`src/rtl/fwd_pkg.sv`:
```
// Shared constants and types for the in-order forwarding sequencer.
package fwd_pkg;

  localparam int DEFAULT_N_VMS = 4;
  localparam int DEFAULT_DEPTH = 8;

  // Per-VM count of rejected packets still sitting in the order queue.
  localparam int                DROP_W   = 2;
  localparam logic [DROP_W-1:0] DROP_SAT = 2'd3;

  typedef logic [DROP_W-1:0] drop_cnt_t;

  // What the head of the order queue does this cycle.
  typedef enum logic [1:0] {
    HEAD_IDLE,   // queue empty
    HEAD_SKIP,   // head was rejected by its VM: pop without serving
    HEAD_SERVE   // head is live: the forwarder may read it
  } head_act_e;

endpackage : fwd_pkg

```
`src/rtl/fwd_order_sched_if.sv`:
```
// Dispatch/reject/forward handshake between snoopsplit, the sequencer and fwdcombine.
interface fwd_order_sched_if #(
  parameter int ID_WIDTH  = 2,
  parameter int CNT_WIDTH = 4
);

  logic                 dispatch_valid;
  logic [ID_WIDTH-1:0]  dispatch_id;
  logic                 dispatch_ready;
  logic                 reject_valid;
  logic [ID_WIDTH-1:0]  reject_id;
  logic                 forwarder_done;
  logic [ID_WIDTH-1:0]  sel;
  logic                 sel_valid;
  logic [CNT_WIDTH-1:0] queue_count;
  logic                 overflow_err;
  logic                 protocol_err;

  // Environment side: snoopsplit, VM filters and forwarder.
  modport master (
    output dispatch_valid, dispatch_id, reject_valid, reject_id, forwarder_done,
    input  dispatch_ready, sel, sel_valid, queue_count, overflow_err, protocol_err
  );

  // Sequencer side.
  modport slave (
    input  dispatch_valid, dispatch_id, reject_valid, reject_id, forwarder_done,
    output dispatch_ready, sel, sel_valid, queue_count, overflow_err, protocol_err
  );

endinterface : fwd_order_sched_if

```
`src/rtl/fwd_order_fifo.sv`:
```
// Circular FIFO of VM IDs recording dispatch order. Besides the current head it
// exposes the head as it will stand after this cycle's push/pop, so the parent
// can register sel without an extra cycle of latency.
module fwd_order_fifo
  import fwd_pkg::*;
#(
  parameter int DEPTH    = DEFAULT_DEPTH,
  parameter int ID_WIDTH = 2
) (
  input  logic                      clk,
  input  logic                      rst_n,
  input  logic                      i_push,
  input  logic [ID_WIDTH-1:0]       i_push_data,
  input  logic                      i_pop,
  output logic [ID_WIDTH-1:0]       o_head,
  output logic                      o_full,
  output logic                      o_empty,
  output logic [$clog2(DEPTH):0]    o_count,
  output logic                      o_nxt_empty,
  output logic [ID_WIDTH-1:0]       o_nxt_head
);

  localparam int            AW       = $clog2(DEPTH);
  localparam logic [AW:0]   FULL_CNT = (AW+1)'(DEPTH);

  // Extra MSB on each pointer tells full from empty when the indices match.
  logic [AW:0]         r_rd_ptr;
  logic [AW:0]         r_wr_ptr;
  logic [ID_WIDTH-1:0] r_mem [DEPTH];

  logic                w_do_push;
  logic                w_do_pop;
  logic [AW-1:0]       w_rd_idx_nxt;
  logic [AW:0]         w_nxt_count;

  assign o_count      = r_wr_ptr - r_rd_ptr;
  assign o_empty      = (r_wr_ptr == r_rd_ptr);
  assign o_full       = (o_count == FULL_CNT);
  assign w_do_push    = i_push && !o_full;
  assign w_do_pop     = i_pop && !o_empty;
  assign o_head       = r_mem[r_rd_ptr[AW-1:0]];
  assign w_rd_idx_nxt = r_rd_ptr[AW-1:0] + AW'(1);
  assign w_nxt_count  = o_count + (AW+1)'(w_do_push) - (AW+1)'(w_do_pop);
  assign o_nxt_empty  = (w_nxt_count == '0);

  // Head after this cycle: second entry on pop, else current head, else the incoming ID.
  always_comb begin
    o_nxt_head = i_push_data;
    if (w_do_pop) begin
      if (o_count > (AW+1)'(1)) o_nxt_head = r_mem[w_rd_idx_nxt];
    end else if (!o_empty) begin
      o_nxt_head = o_head;
    end
  end

  // Pointer update.
  always_ff @(posedge clk or negedge rst_n) begin
    // NOTE: state registers use non-blocking assignments so every flop samples pre-edge values.
    if (!rst_n) begin
      r_rd_ptr <= '0;
      r_wr_ptr <= '0;
    end else begin
      if (w_do_push) r_wr_ptr <= r_wr_ptr + (AW+1)'(1);
      if (w_do_pop)  r_rd_ptr <= r_rd_ptr + (AW+1)'(1);
    end
  end

  // Entry storage.
  // NOTE: storage has no reset; the pointers alone decide which entries are live.
  always_ff @(posedge clk) begin
    if (w_do_push) r_mem[r_wr_ptr[AW-1:0]] <= i_push_data;
  end

endmodule : fwd_order_fifo

```
`src/rtl/fwd_order_sched.sv`:
```
// In-order forwarding sequencer: records dispatch order, skips packets their VM
// rejected, and drives the fwdcombine select so VMs drain in arrival order.
module fwd_order_sched
  import fwd_pkg::*;
#(
  parameter int N_VMS     = DEFAULT_N_VMS,
  parameter int ID_WIDTH  = $clog2(N_VMS),
  parameter int DEPTH     = DEFAULT_DEPTH,
  parameter int CNT_WIDTH = $clog2(DEPTH) + 1
) (
  input  logic             clk,
  input  logic             rst_n,
  fwd_order_sched_if.slave bus
);

  logic [ID_WIDTH-1:0]  w_head;
  logic [ID_WIDTH-1:0]  w_nxt_head;
  logic                 w_empty;
  logic                 w_full;
  logic                 w_nxt_empty;
  logic [CNT_WIDTH-1:0] w_count;
  logic                 w_push;
  logic                 w_pop;
  logic                 w_done_pop;
  logic                 w_sat_hit;
  head_act_e            w_act;
  drop_cnt_t            w_drop_nxt [N_VMS];

  drop_cnt_t            r_drop_cnt [N_VMS];
  logic [ID_WIDTH-1:0]  r_sel;
  logic                 r_sel_valid;
  logic                 r_overflow_err;
  logic                 r_protocol_err;

  fwd_order_fifo #(
    .DEPTH    (DEPTH),
    .ID_WIDTH (ID_WIDTH)
  ) u_fifo (
    .clk         (clk),
    .rst_n       (rst_n),
    .i_push      (w_push),
    .i_push_data (bus.dispatch_id),
    .i_pop       (w_pop),
    .o_head      (w_head),
    .o_full      (w_full),
    .o_empty     (w_empty),
    .o_count     (w_count),
    .o_nxt_empty (w_nxt_empty),
    .o_nxt_head  (w_nxt_head)
  );

  // Classify the current head: skip if its VM owes a drop, otherwise serve.
  always_comb begin
    // NOTE: default assigned first so every path drives w_act and no latch is inferred.
    w_act = HEAD_IDLE;
    if (!w_empty) w_act = (r_drop_cnt[w_head] != '0) ? HEAD_SKIP : HEAD_SERVE;
  end

  // A served head only leaves on forwarder_done; sel_valid=1 already implies SERVE.
  assign w_done_pop = bus.forwarder_done && r_sel_valid;
  assign w_pop      = (w_act == HEAD_SKIP) || w_done_pop;
  // Ready is taken pre-pop, so a full queue refuses a push even while popping.
  assign w_push     = bus.dispatch_valid && !w_full;

  // Drop counter next state: reject increments, skip decrements, both cancel.
  always_comb begin
    w_sat_hit = 1'b0;
    for (int i = 0; i < N_VMS; i++) begin
      w_drop_nxt[i] = r_drop_cnt[i];
      if (bus.reject_valid && (bus.reject_id == ID_WIDTH'(i)) &&
          !((w_act == HEAD_SKIP) && (w_head == ID_WIDTH'(i)))) begin
        if (r_drop_cnt[i] == DROP_SAT) w_sat_hit = 1'b1;
        else                           w_drop_nxt[i] = r_drop_cnt[i] + DROP_W'(1);
      end else if ((w_act == HEAD_SKIP) && (w_head == ID_WIDTH'(i)) &&
                   !(bus.reject_valid && (bus.reject_id == ID_WIDTH'(i)))) begin
        w_drop_nxt[i] = r_drop_cnt[i] - DROP_W'(1);
      end
    end
  end

  // Drop counters.
  always_ff @(posedge clk or negedge rst_n) begin
    if (!rst_n) begin
      for (int i = 0; i < N_VMS; i++) r_drop_cnt[i] <= '0;
    end else begin
      for (int i = 0; i < N_VMS; i++) r_drop_cnt[i] <= w_drop_nxt[i];
    end
  end

  // Select register, evaluated on the post-pop/post-push head; held while empty.
  always_ff @(posedge clk or negedge rst_n) begin
    if (!rst_n) begin
      r_sel       <= '0;
      r_sel_valid <= 1'b0;
    end else begin
      r_sel_valid <= !w_nxt_empty && (w_drop_nxt[w_nxt_head] == '0);
      if (!w_nxt_empty) r_sel <= w_nxt_head;
    end
  end

  // Sticky error flags.
  always_ff @(posedge clk or negedge rst_n) begin
    if (!rst_n) begin
      r_overflow_err <= 1'b0;
      r_protocol_err <= 1'b0;
    end else begin
      if ((bus.dispatch_valid && w_full) || w_sat_hit) r_overflow_err <= 1'b1;
      if (bus.forwarder_done && !r_sel_valid)          r_protocol_err <= 1'b1;
    end
  end

  assign bus.dispatch_ready = !w_full;
  assign bus.sel            = r_sel;
  assign bus.sel_valid      = r_sel_valid;
  assign bus.queue_count    = w_count;
  assign bus.overflow_err   = r_overflow_err;
  assign bus.protocol_err   = r_protocol_err;

endmodule : fwd_order_sched

```
`src/flat_wrapper.sv`:
```
// flat-port wrapper written by rule: the top's interface ports become plain ports
module fwd_order_sched_flat import fwd_pkg::*;
#(
  parameter int N_VMS     = DEFAULT_N_VMS,
  parameter int ID_WIDTH  = $clog2(N_VMS),
  parameter int DEPTH     = DEFAULT_DEPTH,
  parameter int CNT_WIDTH = $clog2(DEPTH) + 1
)
  (clk, rst_n, bus_dispatch_valid, bus_dispatch_id, bus_reject_valid, bus_reject_id, bus_forwarder_done, bus_dispatch_ready, bus_sel, bus_sel_valid, bus_queue_count, bus_overflow_err, bus_protocol_err);
  fwd_order_sched_if #(.ID_WIDTH(ID_WIDTH), .CNT_WIDTH(CNT_WIDTH)) bus_i ();
  input  logic clk;
  input  logic rst_n;
  input wire logic [$bits(bus_i.dispatch_valid)-1:0] bus_dispatch_valid;
  input wire logic [$bits(bus_i.dispatch_id)-1:0] bus_dispatch_id;
  input wire logic [$bits(bus_i.reject_valid)-1:0] bus_reject_valid;
  input wire logic [$bits(bus_i.reject_id)-1:0] bus_reject_id;
  input wire logic [$bits(bus_i.forwarder_done)-1:0] bus_forwarder_done;
  output wire logic [$bits(bus_i.dispatch_ready)-1:0] bus_dispatch_ready;
  output wire logic [$bits(bus_i.sel)-1:0] bus_sel;
  output wire logic [$bits(bus_i.sel_valid)-1:0] bus_sel_valid;
  output wire logic [$bits(bus_i.queue_count)-1:0] bus_queue_count;
  output wire logic [$bits(bus_i.overflow_err)-1:0] bus_overflow_err;
  output wire logic [$bits(bus_i.protocol_err)-1:0] bus_protocol_err;
  assign bus_i.dispatch_valid = bus_dispatch_valid;
  assign bus_i.dispatch_id = bus_dispatch_id;
  assign bus_i.reject_valid = bus_reject_valid;
  assign bus_i.reject_id = bus_reject_id;
  assign bus_i.forwarder_done = bus_forwarder_done;
  assign bus_dispatch_ready = bus_i.dispatch_ready;
  assign bus_sel = bus_i.sel;
  assign bus_sel_valid = bus_i.sel_valid;
  assign bus_queue_count = bus_i.queue_count;
  assign bus_overflow_err = bus_i.overflow_err;
  assign bus_protocol_err = bus_i.protocol_err;
  fwd_order_sched #(.N_VMS(N_VMS), .ID_WIDTH(ID_WIDTH), .DEPTH(DEPTH), .CNT_WIDTH(CNT_WIDTH)) u_core (.clk(clk), .rst_n(rst_n), .bus(bus_i));
endmodule
```
`config.mk`:
```
export PLATFORM = sky130hd
export DESIGN_NAME = fwd_order_sched_flat
export DESIGN_NICKNAME = d
export VERILOG_FILES = /design/src/rtl/fwd_pkg.sv /design/src/rtl/fwd_order_sched_if.sv /design/src/rtl/fwd_order_fifo.sv /design/src/rtl/fwd_order_sched.sv /design/src/flat_wrapper.sv
export SDC_FILE = /design/constraint.sdc
export NUM_CORES = 1
export LEC_CHECK = 0
export CAP_MARGIN = 10
export CORE_ASPECT_RATIO = 0.9
export CORE_MARGIN = 10
export CORE_UTILIZATION = 59
export DETAILED_ROUTE_END_ITERATION = 12
export PLACE_DENSITY = 0.88
export SYNTH_ARGS = -nofsm -noshare
export SYNTH_HDL_FRONTEND = slang
export SYNTH_HIERARCHICAL = 1
export SYNTH_SLANG_ARGS = --single-unit
export TNS_END_PERCENT = 20
```
`constraint.sdc`:
```
create_clock -name clk -period 5.9 [get_ports clk]
set_input_delay 0.59 -clock clk [delete_from_list [all_inputs] [get_ports clk]]
set_output_delay 0.59 -clock clk [all_outputs]
set_load 0.01 [all_outputs]
```
# Word-level counts from Yosys, hierarchy flattened

Memories as Yosys holds them, arrays and structs flattened.
Index checks and enable logic that the tools add are counted.

Register bits after elaboration: 21
Bits in writable memories: 16
Output and inout port bits: 10
Word-level logic and storage cells: 118
Memories: 1

$add $sub $neg: 14
Magnitude comparators: 3
Equality and inequality tests: 13
Muxes and demuxes: 33
Bitwise operators: 2
Reduce and logical (&&, ||, !) cells: 42

Memory list:

| memory              | words | width | rd ports | clocked after Yosys merged registers in | wr ports | RTL line             | RTL |
|---|---|---|---|---|---|---|---|
| u_core.u_fifo.r_mem | 8     | 2     | 2        | 0                                       | 1        | fwd_order_fifo.sv:29 | `logic [ID_WIDTH-1:0] r_mem [DEPTH];` |

Operators by type and width:

| operator                                           | count |
|---|---|
| two-way mux 2 bit                                  | 21 |
| logical AND 1 bit                                  | 23 |
| == test 2 bit, second input constant               | 8 |
| zero test 1 bit                                    | 12 |
| two-way mux 1 bit                                  | 10 |
| adder 2 x 1 -> 2 bit, second input constant        | 4 |
| adder 4 x 1 -> 4 bit, second input constant        | 2 |
| binary-select mux 2 bit (select 2 bit)             | 2 |
| subtractor 2 x 1 -> 2 bit, second input constant   | 4 |
| == test 2 x 1 -> 1 bit, second input constant      | 3 |
| >= comparator 3 bit, second input constant         | 2 |
| zero test 2 bit                                    | 3 |
| NOT 2 -> 3 bit                                     | 2 |
| adder 4 x 1 -> 4 bit                               | 1 |
| == test 4 bit                                      | 1 |
| == test 4 bit, second input constant               | 1 |
| > comparator 4 x 1 -> 1 bit, second input constant | 1 |
| zero test 4 bit                                    | 1 |
| subtractor 4 x 1 -> 4 bit                          | 1 |
| subtractor 4 bit                                   | 1 |
| adder 3 x 1 -> 3 bit, second input constant        | 1 |
| logical OR 1 bit                                   | 2 |
| nonzero test 2 bit                                 | 1 |

# Logic depth before layout (Yosys ltp)

Gate-level depths: netlist of the first run.
An unclocked memory read counts as a cell.

Depth after elaboration: 20
Depth in mapped cells: 22

# Hierarchy

Netlist of the first run, hierarchy kept.

Modules (own cells, without submodules):

| module          | times used | cells each | area each (sq um) | sequential area each (sq um) |
|---|---|---|---|---|
| fwd_order_fifo  | 1          | 128        | 1,546.5           | 680.7 |
| fwd_order_sched | 1          | 101        | 965.9             | 325.3 |

# Least setup slack after synthesis of the first run

OpenSTA, ideal clock, no wires.

Path type: register -> register
Start point: reg u_core.u_fifo.r_rd_ptr[1]
End point: reg u_core.r_sel[0] (netlist: u_core/bus.sel[0])
Setup time: 0.152 ns
Data arrival time: 4.177 ns
Path slack: 1.571 ns
Cell stages (with the launch flop): 16
Path buffers: 1
Period minus slack after synthesis: 4.329 ns
Cells stage by stage: dfrtp_1 -> buf_2 -> mux4_1 -> mux2_2 -> mux4_1 -> o21ai_0 -> nand2_1 -> inv_1 -> ha_1 -> inv_1 -> ha_1 -> inv_1 -> fa_1 -> xnor2_1 -> nor4b_1 -> o21ai_0

Word-level cells in the longest chain between the ends: 13

Ends and longest elaborated chain:

| what                                                 | RTL line              | RTL |
|---|---|---|
| start, declared                                      | fwd_order_fifo.sv:27  | `logic [AW:0] r_rd_ptr;` |
| start signal, assigned                               | fwd_order_fifo.sv:64  | `if (w_do_pop) r_rd_ptr <= r_rd_ptr + (AW+1)'(1);` |
| memory read (8 x 2 bit)                              | --                    |  |
| via u_core.w_head[0]                                 | fwd_order_sched.sv:16 | `logic [ID_WIDTH-1:0] w_head;` |
| NOT 2 -> 3 bit (implied by the code)                 | fwd_order_sched.sv:56 | `if (!w_empty) w_act = (r_drop_cnt[w_head] != '0) ? HEAD_SKIP : HEAD_SERVE;` |
| binary-select mux 2 bit (select 2 bit)               | fwd_order_sched.sv:56 |  |
| two-way mux 2 bit (implied by the code) (2 in a row) | fwd_order_sched.sv:56 |  |
| nonzero test 2 bit                                   | fwd_order_sched.sv:56 |  |
| two-way mux 2 bit (2 in a row)                       | fwd_order_sched.sv:56 |  |
| == test 2 x 1 -> 1 bit                               | fwd_order_sched.sv:61 | `assign w_pop = (w_act == HEAD_SKIP) \|\| w_done_pop;` |
| logical OR 1 bit                                     | fwd_order_sched.sv:61 |  |
| via u_core.w_pop                                     | fwd_order_sched.sv:23 | `logic w_pop;` |
| logical AND 1 bit                                    | fwd_order_fifo.sv:40  | `assign w_do_pop = i_pop && !o_empty;` |
| subtractor 4 x 1 -> 4 bit                            | fwd_order_fifo.sv:43  | `assign w_nxt_count = o_count + (AW+1)'(w_do_push) - (AW+1)'(w_do_pop);` |
| zero test 4 bit                                      | fwd_order_fifo.sv:44  | `assign o_nxt_empty = (w_nxt_count == '0);` |
| via u_core.w_nxt_empty                               | fwd_order_sched.sv:20 | `logic w_nxt_empty;` |
| end signal, assigned                                 | fwd_order_sched.sv:97 | `if (!w_nxt_empty) r_sel <= w_nxt_head;` |
| end, declared                                        | fwd_order_sched.sv:30 | `logic [ID_WIDTH-1:0] r_sel;` |

The timed path passes the listed nets, and every way through them passes these cells. The select of a mux whose other input is x is not followed.
A chain may end at the register's enable or synchronous reset.

# Final worst setup path of the first run

Same ends and word-level chain as after synthesis.

==> summary.txt, run 1 <==
All-Layer GR Usage - 0.152
Iter 0 DRT Violations - 157
Placed Cells - 291
Root Buffer - clkbuf_8
Net Count, Synth - 263
Setup Total Neg Slack - 0 ns
die height - 81.9 um
RSZ-0062 raised after global routing - false
largest net degree at the start of global routing - 22
GRT Residual Overflow - 0
DIE WIDTH - 88.8 um
post-synthesis cell area - 2510 um2
DR vias - 1,801
area taken by multi-input logic gates - 1370 um2
Netlist cell types - 51
wire per inst - 17.4 um
Cell Count, Final, Fillers Out - 299
Primary FF master, synth - dfrtp_1
Syn Inst Count - 229
port bufs - 18
final net count - 284
top-level port count - 19
core area - 4100 um2
Fillers - 287
CTS clk-pin slew, worst paths - 0.08 ns
Die ar. - 7270 um2
Startpoint Class - flip-flop
first-pass GRT wire length - 8490 um
Slew @ Worst Pin - 0.975 ns
Post-DP HPWL - 3880 um
max_cap viols - 0
Max Clock Freq - 202 MHz
Starting Density - 0.613
met1 Usage GRT - 0.202
Yosys reg bits - 37
status - completed
Final Hold Vio Count - 0
crit path max fanout - 9
hold path cells - 1
# DRC - 0
Seq/Total Area, Yosys - 0.400
max-slew violations - 0
hold buffers post-CTS - 0
total wire length - 5210 um
GPL Wtd Cong - 0.872
met3 Usage GRT - 0.0406
cts bufs inserted - 5
Crit path required time - 6.03 ns
Arrival @ worst endpoint - 5.09 ns
Setup-failing EPs final - 0
antenna violations before repair - 0
fin crit share - 0.839
DRT antenna net count - 0
TritonRoute pass-1 iters - 4
Avg Inst Size Synth - 11.0 um2
placed inst area - 2720 um2
via density per instance - 6.02
Setup Fix Bufs, Post-CTS - 0
FF/Latch Area - 1010 um2
GR Util met2 - 0.231
worst min path class - flip-flop to flip-flop
# diodes - 0
number of enable flip-flop cells after synthesis - 16
critical path class - flip-flop to flip-flop
Final min period - 4.95 ns
row count - 22
Skew-Pair Late Insertion Delay - 0.29 ns
CTS sink cnt - 37
Post-CTS Resized - 0
area added between synthesis and finish - 11.5%
CTS tree - built
number of global-route vias before repair - 1,752
Max Root-Sink Buffers - 2
fin area - 2800 um2
fin util - 0.683
GR peak layer - met2
H-tree levels - 2
CP endpoint kind - flip-flop
Max transition margin - 0.348
clock skew - 0.00921 ns
reg2reg path depth - 14
YS warnings - 6
layout cell share with drive strength beyond 1 - 0.0876
FFs w/ async S/R, synth - 0.568
-- worst max-delay path, stage by stage, from the launching register on --
cell and delay, ns:
dfrtp_1 0.58, mux4_1 0.60, mux2_2 0.34, mux4_1 0.45
o21ai_0 0.62, nand2_1 0.26, inv_1 0.12, ha_1 0.22
inv_1 0.05, ha_1 0.15, inv_1 0.05, fa_1 0.37
xnor2_1 0.15, nor4b_1 0.63, o21ai_0 0.19
-- per-layer routing --
layer / vias to the layer above / part of all wire
li1: 863 / -
met1: 870 / 0.46
met2: 61 / 0.45
met3: 7 / 0.073
met4: 0 / 0.014
met5: - / 0
-- registers in the layout (all words and copies together) (netlist names) --
name and count:
u_core/bus.sel_valid 1, u_core/u_fifo/r_rd_ptr 4, u_core/bus.sel 2, u_core/u_fifo/r_wr_ptr 4, u_core/r_drop_cnt 8, u_core/u_fifo/r_mem 16, u_core/bus.overflow_err 1, u_core/bus.protocol_err 1
-- worst paths after layout --
| kind | startpoint | slack, ns | endpoint |
|---|---|---|---|
| setup / recovery | u_core/u_fifo/r_rd_ptr[1] | 0.95 | u_core/bus.sel[0] |
| hold / removal | u_core/bus.protocol_err | 0.46 | u_core/bus.protocol_err |
| setup reg to reg | u_core/u_fifo/r_rd_ptr[1] | 0.95 | u_core/bus.sel[0] |
| hold reg to reg | u_core/bus.protocol_err | 0.46 | u_core/bus.protocol_err |
| max in group asynchronous | rst_n | 4.47 | u_core/u_fifo/r_wr_ptr[0] |
| min in group asynchronous | rst_n | 0.83 | u_core/u_fifo/r_rd_ptr[0] |
-- cell usage after synthesis (all sizes together) (4+ instances only) --
cell | count | area, um2
inv | 27 | 101
ha | 23 | 288
dfrtp | 21 | 526
nor2 | 17 | 63.8
edfxtp | 16 | 480
nand2 | 15 | 56.3
nor3 | 12 | 65.1
xnor2 | 9 | 78.8
mux2i | 8 | 80.1
o21ai | 8 | 40.0
mux4 | 7 | 176
nand3 | 5 | 25.0
a221oi | 4 | 35.0
buf | 4 | 35.0
or3 | 4 | 30.0
xor2 | 4 | 42.6
-- placed cells by master (no fill, tap or decap), types with 4 or more instances in the layout --
| master | count |
|---|---|
| clkdlybuf4s50_1 | 18 |
| inv_1 | 27 |
| nand3_1 | 5 |
| nor2_1 | 17 |
| o21ai_0 | 8 |
| clkbuf_8 | 5 |
| mux2i_1 | 8 |
| ha_1 | 23 |
| mux4_1 | 5 |
| dfrtp_1 | 21 |
| edfxtp_1 | 16 |
| a221oi_1 | 4 |
| nand2_1 | 15 |
| nor3_1 | 11 |
| xnor2_1 | 9 |
-- metrics by stage --
stage	setup slack, ns	hold WS, ns
floorplan	1.57	0.294
global placement	1.27	0.439
detailed placement	1.14	0.444
CTS	0.989	0.461
global route	0.454	0.491
finish	0.947	0.458
-- area by class of cell --
class,count,share of cell area
clock inverters,2,0.00357
flip-flops and latches,37,0.359
well taps,48,0.0214
repair buffers,18,0.0643
inverters,27,0.0362
clock buffers,6,0.0259
multi-input cells,161,0.489
-- kinds of logic (layout without fill, tap and decap cells) --
kind of cell / count (synthesis) / in the layout / synth area share
simple gates: 72 / 72 / 0.152
flops: 37 / 37 / 0.400
mux: 18 / 18 / 0.116
fa+ha+maj: 25 / 25 / 0.130
xor+xnor: 13 / 13 / 0.0483
compound gates: 33 / 33 / 0.0986
buf+inv: 31 / 53 / 0.0543
Power of run 1 is left out: the tool's default activity adds up to more than one toggle a clock period on the data nets, which glitch-free logic cannot reach.
==> inputs of run 2 (changes only) <==
==> constraint.sdc (replaced) <==
create_clock -name clk -period 4.7 [get_ports clk]
set_input_delay 0.47 -clock clk [delete_from_list [all_inputs] [get_ports clk]]
set_output_delay 0.47 -clock clk [all_outputs]
set_load 0.01 [all_outputs]
==> run 2 against run 1 <==
  * Global-route usage grew 1.2 points
  * Via count grew 2.0%
  * Worst setup slack lost 0.62 ns
  * Design area grew 2.8%
  * Fmax grew 13%
  * Die area is the same
  * Flip-flop and latch count is the same
  * Critical path type unchanged
  * Highest routed layer unchanged
==> summary.txt, run 2 (synthesized netlist as in run 1, its figures left out) <==
crit path max fanout - 9
Final min period - 4.37 ns
commonest non-fill, non-tap cell in the layout - inv_1
GPL Wtd Cong - 0.893
setup ws final - 0.326 ns
layout cell share with drive strength beyond 1 - 0.102
Crit path required time - 4.91 ns
max-slew violations - 0
Final Hold Vio Count - 0
GRT Residual Overflow - 0
Setup Fix Bufs, Post-CTS - 0
dpl ws - 0.442 ns
Largest register FFs - 16
CP max stage cell - mux4_1
status - completed
Post-DP HPWL - 4160 um
Iter 0 DRT Violations - 168
core area - 4100 um2
All-Layer GR Usage - 0.164
total wire length - 5520 um
largest net degree at the start of global routing - 22
DIE WIDTH - 88.8 um
# diodes - 0
Setup Total Neg Slack - 0 ns
Post-CTS Resized - 0
first-pass GRT wire length - 9050 um
Max Root-Sink Buffers - 2
Root Buffer - clkbuf_8
GR peak layer - met2
Setup-failing EPs final - 0
clock skew - 0.00730 ns
wire per inst - 18.3 um
DRT antenna net count - 0
Skew-Pair Late Insertion Delay - 0.30 ns
cell breakdown of the critical path - mux4_1 -> mux2_2 -> mux4_1 -> o21ai_0 -> buf_4 -> nand2_1 -> inv_1 -> ha_1 -> inv_1 -> ha_1 -> inv_1 -> fa_1 -> xnor2_1 -> nor4b_1 -> buf_4 -> nand2_1 -> o21ai_0
hold buffers post-CTS - 0
CP endpoint kind - flip-flop
DR vias - 1,837
die height - 81.9 um
Arrival @ worst endpoint - 4.58 ns
Slew @ Worst Pin - 0.986 ns
Startpoint Class - flip-flop
GR Util met2 - 0.242
area added between synthesis and finish - 14.5%
Max transition margin - 0.341
top-level port count - 19
port bufs - 18
Die ar. - 7270 um2
met1 Usage GRT - 0.215
cts bufs inserted - 5
met3 Usage GRT - 0.0455
Max Clock Freq - 229 MHz
worst min path class - flip-flop to flip-flop
row count - 22
CTS sink cnt - 37
commonest cells after routing, fill and taps aside - inv_1 (27), ha_1 (23), dfrtp_1 (21), clkdlybuf4s50_1 (18), nor2_1 (17)
critical path class - flip-flop to flip-flop
Starting Density - 0.613
CP peak stage delay - 0.62 ns
H-tree levels - 2
TritonRoute pass-1 iters - 4
CTS clk-pin slew, worst paths - 0.08 ns
max_cap viols - 0
antenna violations before repair - 0
final net count - 287
via density per instance - 6.08
RSZ-0062 raised after global routing - false
CTS tree - built
number of global-route vias before repair - 1,872
fin crit share - 0.931
# DRC - 0
CP dominant cell by count - inv_1
-- run 2: cell count changes in the layout (fill, tap and decap cells not counted) --
cell,delta
buf_4,+3
bufinv_16,+2
clkbuf_1,-1
clkinv_2,-2
inv_6,+1
-- run 2: path summary, 6_finish.rpt --
kind,startpoint,endpoint,slack [ns],depth (start not counted)
worst max-delay path,u_core/u_fifo/r_rd_ptr[1],u_core/bus.sel[1],0.33,17
worst min-delay path,u_core/bus.protocol_err,u_core/bus.protocol_err,0.47,1
worst max register to register,u_core/u_fifo/r_rd_ptr[1],u_core/bus.sel[1],0.33,17
worst min register to register,u_core/bus.protocol_err,u_core/bus.protocol_err,0.47,1
max in group asynchronous,rst_n,u_core/r_drop_cnt[2],3.39,1
min in group asynchronous,rst_n,u_core/u_fifo/r_wr_ptr[1],0.71,1
-- run 2: final cells by class --
type	instances	area, um2
well taps	48	60.1
clock buffers	5	68.8
flip-flops and latches	37	1010
clock inverters	3	68.8
inverters	27	101
repair buffers	21	203
multi-input cells	161	1370
fillers	281	1220
-- run 2: worst max-delay path: cells and delay by family, from the launching register on --
kind            cells  cell delay (ns)
xor+xnor            1             0.16
flops               1             0.60
mux                 3             1.44
simple gates        3             0.45
buf+inv             5             0.59
compound gates      2             0.25
fa+ha+maj           3             0.79
-- run 2: stage by stage --
stage	instances	utilization	hold WS [ns]	instance area [um2]
2_1_floorplan	229	-	0.174	2510
3_3_place_gp	294	0.668	0.438	2740
3_5_place_dp	294	0.668	0.452	2740
4_1_cts	302	0.702	0.470	2880
5_1_grt	302	0.702	0.490	2880
6_report	302	0.702	0.466	2880
-- run 2: metal layers --
layer / vias to the layer above / wire, um / part of all wire
met5: - / 0 / 0
met4: 0 / 145 / 0.026
met3: 14 / 433 / 0.078
met2: 76 / 2460 / 0.44
met1: 874 / 2490 / 0.45
li1: 873 / - / -
Power of run 2 is left out for the same reason.
